## config.mk

```make
export PLATFORM = sky130hd
export DESIGN_NAME = stack_sequencer
export DESIGN_NICKNAME = d
export VERILOG_FILES = /design/src/rtl/stack_sequencer.sv
export SDC_FILE = /design/constraint.sdc
export NUM_CORES = 1
export LEC_CHECK = 0
export ABC_AREA = 1
export CORE_ASPECT_RATIO = 1.25
export CORE_MARGIN = 3
export CORE_UTILIZATION = 56
export DETAILED_ROUTE_END_ITERATION = 16
export PLACE_DENSITY = 0.93
export SETUP_SLACK_MARGIN = 0.5
export SLEW_MARGIN = 10
export SYNTH_ARGS = -nofsm -noshare
export SYNTH_HDL_FRONTEND = slang
export SYNTH_SLANG_ARGS = --single-unit
```

## constraint.sdc

```tcl
create_clock -name clk -period 2.4 [get_ports clk]
set_clock_uncertainty 0.15 [all_clocks]
set_input_delay 0.24 -clock clk [delete_from_list [all_inputs] [get_ports clk]]
set_output_delay 0.24 -clock clk [all_outputs]
set_load 0.1 [all_outputs]
```

## src/rtl/stack_sequencer.sv

```systemverilog
// Fetch/decode/execute FSM for the stack processor. Defining STACK_SEQ_ADD_EN makes opcode 0x21 (add) legal.
// Latency: 3-9 cycles from step to done. Backpressure: step is only sampled in IDLE.
module stack_sequencer #(
  parameter int SP_W   = 8,
  parameter int DATA_W = 32,
  parameter int PC_W   = 16
) (
  input  logic              clk,
  input  logic              rst,
  input  logic              step,
  output logic [PC_W-1:0]   rom_addr,
  input  logic [7:0]        rom_data,
  output logic [SP_W-1:0]   ram_addr,
  output logic [DATA_W-1:0] ram_wdata,
  output logic              ram_we,
  input  logic [DATA_W-1:0] ram_rdata,
  output logic [DATA_W-1:0] tos,
  output logic              tos_valid,
  output logic [PC_W-1:0]   pc,
  output logic              busy,
  output logic              done,
  output logic              halted,
  output logic              fault,
  output logic [1:0]        fault_code
);

  localparam logic [3:0] S_IDLE      = 4'd0;
  localparam logic [3:0] S_FETCH     = 4'd1;
  localparam logic [3:0] S_DECODE    = 4'd2;
  localparam logic [3:0] S_IMM       = 4'd3;
  localparam logic [3:0] S_READ      = 4'd4;
  localparam logic [3:0] S_READ_WAIT = 4'd5;
  localparam logic [3:0] S_WRITE     = 4'd6;
  localparam logic [3:0] S_HALT      = 4'd7;
  localparam logic [3:0] S_FAULT     = 4'd8;

  localparam logic [7:0] OP_NOP   = 8'h00;
  localparam logic [7:0] OP_POP   = 8'h02;
  localparam logic [7:0] OP_PUSH  = 8'h10;
  localparam logic [7:0] OP_PUSH0 = 8'h11;
  localparam logic [7:0] OP_INC   = 8'h20;
  localparam logic [7:0] OP_ADD   = 8'h21;
  localparam logic [7:0] OP_HALT  = 8'hFF;

  localparam logic [1:0] FC_OVERFLOW  = 2'b01;
  localparam logic [1:0] FC_UNDERFLOW = 2'b10;
  localparam logic [1:0] FC_ILLEGAL   = 2'b11;

  localparam logic [SP_W-1:0] SP_EMPTY = '1;
  localparam logic [SP_W-1:0] SP_FULL  = '0;

  logic [3:0]      state;
  logic [7:0]      op;
  logic [2:0]      cnt;
  logic [SP_W-1:0] sp;
  logic [SP_W-1:0] sp_p1;
  logic [SP_W-1:0] sp_p2;
  logic            is_empty;
  logic            is_full;
  logic            has_two;

  assign sp_p1    = sp + SP_W'(1);
  assign sp_p2    = sp + SP_W'(2);
  assign is_empty = (sp == SP_EMPTY);
  assign is_full  = (sp == SP_FULL);
  assign has_two  = !is_empty && (sp_p1 != SP_EMPTY);

  assign busy   = (state != S_IDLE) && (state != S_HALT) && (state != S_FAULT);
  assign halted = (state == S_HALT);
  assign fault  = (state == S_FAULT);
  // Gated by rst so a reset landing on a WRITE cycle never commits to RAM.
  assign ram_we = (state == S_WRITE) && !rst;

  always_ff @(posedge clk) begin
    if (rst) begin
      state      <= S_IDLE;
      op         <= 8'h00;
      cnt        <= 3'd0;
      sp         <= SP_EMPTY;
      tos        <= '0;
      tos_valid  <= 1'b0;
      pc         <= '0;
      rom_addr   <= '0;
      ram_addr   <= '0;
      ram_wdata  <= '0;
      done       <= 1'b0;
      fault_code <= 2'b00;
    end else begin
      done <= 1'b0;
      case (state)
        S_IDLE: begin
          if (step) begin
            rom_addr <= pc;
            state    <= S_FETCH;
          end
        end

        S_FETCH: state <= S_DECODE;

        S_DECODE: begin
          op <= rom_data;
          case (rom_data)
            OP_NOP: begin
              pc    <= pc + PC_W'(1);
              done  <= 1'b1;
              state <= S_IDLE;
            end
            OP_HALT: state <= S_HALT;
            OP_PUSH: begin
              if (is_full) begin
                fault_code <= FC_OVERFLOW;
                state      <= S_FAULT;
              end else begin
                rom_addr <= pc + PC_W'(1);
                cnt      <= 3'd0;
                state    <= S_IMM;
              end
            end
            OP_PUSH0: begin
              if (is_full) begin
                fault_code <= FC_OVERFLOW;
                state      <= S_FAULT;
              end else begin
                ram_addr  <= sp;
                ram_wdata <= '0;
                state     <= S_WRITE;
              end
            end
            OP_POP: begin
              if (is_empty) begin
                fault_code <= FC_UNDERFLOW;
                state      <= S_FAULT;
              end else begin
                sp <= sp_p1;
                // Popping the last entry leaves nothing to cache, so skip the RAM read.
                if (sp_p1 == SP_EMPTY) begin
                  tos_valid <= 1'b0;
                  pc        <= pc + PC_W'(1);
                  done      <= 1'b1;
                  state     <= S_IDLE;
                end else begin
                  ram_addr <= sp_p2;
                  state    <= S_READ;
                end
              end
            end
            OP_INC: begin
              if (is_empty) begin
                fault_code <= FC_UNDERFLOW;
                state      <= S_FAULT;
              end else begin
                ram_addr  <= sp_p1;
                ram_wdata <= tos + DATA_W'(1);
                state     <= S_WRITE;
              end
            end
`ifdef STACK_SEQ_ADD_EN
            OP_ADD: begin
              if (!has_two) begin
                fault_code <= FC_UNDERFLOW;
                state      <= S_FAULT;
              end else begin
                ram_addr <= sp_p2;
                state    <= S_READ;
              end
            end
`endif
            default: begin
              fault_code <= FC_ILLEGAL;
              state      <= S_FAULT;
            end
          endcase
        end

        // Byte k arrives one cycle after its address, so five cycles cover four bytes.
        S_IMM: begin
          if (cnt != 3'd0) begin
            ram_wdata <= {ram_wdata[DATA_W-9:0], rom_data};
          end
          if (cnt < 3'd3) begin
            rom_addr <= rom_addr + PC_W'(1);
          end
          if (cnt == 3'd4) begin
            ram_addr <= sp;
            state    <= S_WRITE;
          end
          cnt <= cnt + 3'd1;
        end

        S_READ: state <= S_READ_WAIT;

        S_READ_WAIT: begin
          if (op == OP_POP) begin
            tos   <= ram_rdata;
            pc    <= pc + PC_W'(1);
            done  <= 1'b1;
            state <= S_IDLE;
          end else begin
            ram_wdata <= ram_rdata + tos;
            state     <= S_WRITE;
          end
        end

        S_WRITE: begin
          tos       <= ram_wdata;
          tos_valid <= 1'b1;
          if (op == OP_ADD) begin
            sp <= sp_p1;
          end else if (op != OP_INC) begin
            sp <= sp - SP_W'(1);
          end
          pc    <= pc + ((op == OP_PUSH) ? PC_W'(5) : PC_W'(1));
          done  <= 1'b1;
          state <= S_IDLE;
        end

        S_HALT:  state <= S_HALT;
        S_FAULT: state <= S_FAULT;
        default: state <= S_IDLE;
      endcase
    end
  end

endmodule

```

==> results of run 1 <==
[what timing repair did]
action                                  4_1_cts
endpoints found under the setup margin      121
buffers inserted                            130
cloned                                       10
endpoints found under the hold margin         0
pin swaps                                   151
gates resized for setup                     396
[cell families after synthesis]
logic type / count (synthesis) / share of synthesized area
compound gates: 399 / 0.198
xor+xnor: 38 / 0.0310
fa+ha+maj: 45 / 0.0532
buf+inv: 277 / 0.101
flops: 131 / 0.244
mux: 1 / 0.000933
simple gates: 923 / 0.371
[per-stage QoR]
stage / setup WS (ps) / setup TNS (ps) / hold WS [ps] / util / cells
after floorplan: 212 / 0 / 238 / - / 1814
after global placement: -66.8 / -636 / 300 / 0.750 / 2265
after detailed placement: -138 / -2760 / 315 / 0.750 / 2265
after CTS: 211 / 0 / 156 / 0.913 / 2437
==> summary.txt, run 1 <==
Place
  – Post-DP HPWL: ~32000 um
  – Gpl congestion: roughly 1.0
  – IO Port Bufs: ~150
  – Placed Area: ~14000 um2

Die
  – Row cnt: 55
  – Chip Width: approximately 130 um
  – Initial Utilization: 0.582
  – DIE HEIGHT: 161 um
  – Io pins: about 160

Outcome
  – Halt Stage: global routing
  – Outcome: did not finish
  – Stop err: [ERROR DPL-0038] Utilization greater than 100%, impossible to legalize

Global routing
  – Largest net degree at the start of global routing: 74

Yosys
  – Commonest cells post-synth: nand2_1 (471), inv_1 (204), nor2_1 (202)
  – Async SR Flop Fraction: 0
  – EDFF count, synth: 0
  – Synthesized instance count: 1814
  – Avg Cell Area, Syn: between 5 and 6 um2
  – Post-Syn Nets: about 1.9k
  – Cell type with the highest aggregate area in the netlist: dfxtp_1
  – Top_reg_cell synth: dfxtp_1
  – Cell Area, Synth: 10700 um2
  – Area share of the largest cell type after synthesis: 0.244
  – Sequential fraction of the synthesis area: 0.244
  – Most numerous cell in the Yosys netlist: nand2_1
  – #FFs+latches synth: between 100 and 150
  – Synth Warn #: 0
  – Top cells by area, synth: dfxtp_1 (24%), nand2_1 (16%), o21ai_0 (8.4%)
  – Synth cell types: between 40 and 50

Clock tree
  – CTS Buffer Depth: 2
  – CTS sink cnt: 131
  – CTS H-tree lvls: 4
  – Cts-stage hold buffer count: 0
  – Inserted Clock Buffers: 17
  – Clk root buf: clkbuf_16

STA
  – Kind of the worst endpoint: register input
  – GR repair worst EP: ram_wdata[22]$_SDFFE_PP0P_/D
==> run 2: changes to the inputs <==
--- a/config.mk
+++ b/config.mk
@@ -6,12 +6,10 @@
 export NUM_CORES = 1
 export LEC_CHECK = 0
 export ABC_AREA = 1
-export CORE_ASPECT_RATIO = 1.25
 export CORE_MARGIN = 3
-export CORE_UTILIZATION = 56
+export CORE_UTILIZATION = 40
 export DETAILED_ROUTE_END_ITERATION = 16
-export PLACE_DENSITY = 0.93
-export SETUP_SLACK_MARGIN = 0.5
+export PLACE_DENSITY_LB_ADDON = 0.15
 export SLEW_MARGIN = 10
 export SYNTH_ARGS = -nofsm -noshare
 export SYNTH_HDL_FRONTEND = slang
==> run 2 against run 1 <==
Compared with the run above: the run now ends clean; synthesized area stayed put; synthesized cell count stayed put.
==> summary.txt, run 2 <==
Outcome
  – Outcome: complete, no violations

Drt
  – Per-cell routed wire length: 16.9 um
  – Drt initial violations: roughly 1.1k
  – DRC errors left: 0
  – Vias: 13.3k
  – Routed Antenna Nets: 0
  – Drt pass-1 iters: 5
  – Total Wirelength: approximately 42000 um
  – Vias per cell: around 5.4

Place
  – Gpl congestion: ~0.99
  – Placed Area: between 10000 and 15000 um2
  – Post-DP HPWL: about 32000 um
  – Placed cell count: 2442
  – IO Port Bufs: 154
  – Dpl ws: -371 ps

Die
  – Io pins: ~160
  – DIE HEIGHT: ~170 um
  – Die ar.: between 20000 and 30000 um2
  – Initial Utilization: 0.409
  – Chip Width: ~170 um
  – Core area: 26200 um2
  – Row cnt: 59

Power
  – Comb pwr share: 0.472
  – Pwr Total: 10.7 mW
  – Clock Power Share: 0.250
  – Lkg Pwr: a little under 7 nW
  – Peak VDD IR: approximately 0.38 mV
  – Sequential power share: 0.278
  – Power per cell area: 730 nW/um2
  – Pint: 5.37 mW
  – Switch share: 0.499
  – Sw Pwr: 5.35 mW

Setup path
  – WP depth: 18
  – Crit end category: flip-flop
  – CP startpoint: op[3]$_SDFFE_PP0P_
  – R2R cell count: 18
  – CP max-delay cell: dfxtp_1
  – CP peak stage delay: 300 ps
  – RR Endpoint: pc[12]$_SDFFE_PP0P_
  – Flop-to-flop setup slack: about 59 ps
  – FF-to-FF Start: op[3]$_SDFFE_PP0P_
  – Crit path top cell by count: nand2_1
  – Req. time, crit path: about 2600 ps
  – Worst path top cell family by delay: simple AND/OR/NAND/NOR gates
  – Kind of critical path: reg -> reg
  – Startpoint Class: flip-flop
  – CP Buf/Inv Count: 3
  – Worst setup path endpoint: pc[12]$_SDFFE_PP0P_
  – CP Cell Sequence: inv_1 > nand2_2 > nor2_1 > nand2_1 > nor3_2 > buf_4 > ha_4 > nand2_4 > a21oi_4 > nand2_2 > nor2_1 > buf_4 > nand2_2 > xor2_1 > nand2_1 > nand2_1 > nand2_1 > a21oi_2
  – Arrival @ worst endpoint: between 2000 and 3000 ps
  – Crit-path max FO: 4

Clock tree
  – CTS tree: built
  – CTS sink cnt: 131
  – Cts-stage hold buffer count: 0
  – Clock transition at path regs: roughly 70 ps
  – CTS H-tree lvls: 4
  – Worst skew pair latency: between 400 and 500 ps
  – CTS Buffer Depth: 2
  – Clk root buf: clkbuf_16
  – Inserted Clock Buffers: 17

Yosys
  – Top cells by area, synth: dfxtp_1 (24%), nand2_1 (16%), o21ai_0 (8.4%)
  – Area share of the largest cell type after synthesis: 0.244
  – Synth Warn #: 0
  – Cell Area, Synth: ~11000 um2
  – Top_reg_cell synth: dfxtp_1
  – Commonest cells post-synth: nand2_1 (471), inv_1 (204), nor2_1 (202)
  – Async SR Flop Fraction: 0
  – Cell type with the highest aggregate area in the netlist: dfxtp_1
  – Sequential fraction of the synthesis area: 0.244
  – Avg Cell Area, Syn: roughly 5.9 um2
  – Synth cell types: a little under 50
  – Synthesized instance count: 1814
  – #FFs+latches synth: around 130
  – EDFF count, synth: 0
  – Post-Syn Nets: ~1.9k
  – Most numerous cell in the Yosys netlist: nand2_1

Finish
  – Largest regs: ram_wdata x32, tos x32
  – Finished Layout Cells: approximately 2.5k
  – Area Growth Syn to Fin: 36.8%
  – Final Util: 0.560
  – Leading cell types in the layout, fill and taps excluded: nand2_1 (459), buf_4 (308), inv_1 (201)
  – Non-Filler Cell Area, Final: around 15000 um2
  – Share of layout cells above drive strength 1: 0.231
  – Nets: ~2.2k
  – Most common cell after layout, fill and taps aside: nand2_1

Hold path
  – Hold crit path type: in -> reg

STA
  – Endpoints failing setup: 0
  – Rel. slew slack: 0.595
  – WHS: approximately 25 ps
  – TNS Setup: 0 ps
  – Final min period: 2340 ps
  – Setup ws final: approximately 59 ps
  – Fin. max-slew vios: 0
  – Setup repair after global routing missed its margin: yes
  – Final-report hold violation count: 0
  – Slew @ Worst Pin: ~600 ps
  – FMAX: 427 MHz
  – Final Cycle Share: 0.975

Global routing
  – First-pass GRT wire length: between 60000 and 70000 um
  – Largest net degree at the start of global routing: 65
  – Number of global-route vias before repair: approximately 12k
  – GRT Overall Usage: 0.283
  – Gr ovfl total: 0
  – Initial antenna violation count: 0

Run
  – Max capacitance violation total: 0
[run 2: cell families (layout without fill, tap and decap cells)]
logic type / after synthesis / in the layout / share of synthesized area
and+or+nand+nor: 923 / 923 / 0.371
AOI/OAI and AO/OA: 399 / 399 / 0.198
buffers and inverters: 277 / 610 / 0.101
DFF: 131 / 131 / 0.244
adders and majority gates: 45 / 45 / 0.0532
xor gates and xnor gates: 38 / 38 / 0.0310
muxes: 1 / 1 / 0.000933
other: 0 / 1 / 0
[run 2: layout make-up]
cell class	count	area, um2
fillers	2656	11500
repair buffers	359	2920
clock inverters	14	140
multi-input cells	1406	7220
inverters	219	832
flip-flops and latches	131	2700
clock buffers	18	439
diodes	1	2.50
well taps	335	419
[run 2: worst min-delay path by stage]
stage                     slack (ps)  cells past startpoint                        to                     start
after global routing              40                      3       tos[0]$_SDFFE_PP0P_              ram_rdata[0]
after global placement           310                      2  ram_addr[2]$_SDFFE_PP0P_  ram_addr[2]$_SDFFE_PP0P_
after CTS                         90                      2        pc[9]$_SDFFE_PP0P_                       rst
after floorplan                  240                      2        op[6]$_SDFFE_PP0P_               rom_data[6]
after detailed placement         310                      2  ram_addr[2]$_SDFFE_PP0P_  ram_addr[2]$_SDFFE_PP0P_
final                             20                      3       tos[0]$_SDFFE_PP0P_              ram_rdata[0]
[run 2: worst register-to-register path, stage by stage, from the launching register on]
cell and delay (ps):
dfxtp_1 300, inv_1 60, nand2_2 60, nor2_1 90, nand2_1 80, nor3_2 170, buf_4 160, ha_4 150
nand2_4 60, a21oi_4 170, nand2_2 70, nor2_1 100, buf_4 140, nand2_2 50, xor2_1 140, nand2_1 60
nand2_1 90, nand2_1 70, a21oi_2 130
[run 2: power by group through the flow]
stage                     clock, mW  combinational (mW)  sequential (mW)
after floorplan                   0                1.45             4.98
after global placement            0                4.87             3.01
after detailed placement          0                4.90             3.01
after CTS                      2.69                4.93             2.97
after global routing           2.78                5.34             3.03
final                          2.68                5.06             2.98
[run 2: repair_timing]
item,4_1_cts,5_1_grt
resized for setup,7,53
gates cloned,0,2
setup buffers,0,7
pin swaps,0,17
setup endpoints to repair,10,52
[run 2: per-layer routing]
layer  track usage  up-vias  routed length [um]
met1         0.377     6147               18700
met3        0.0331       75                2440
met2         0.480      449               19700
met4        0.0896        0                1140
li1              -     6636                   -
met5             0        -                   0
Note: power is estimated with default switching activity, not from simulation.
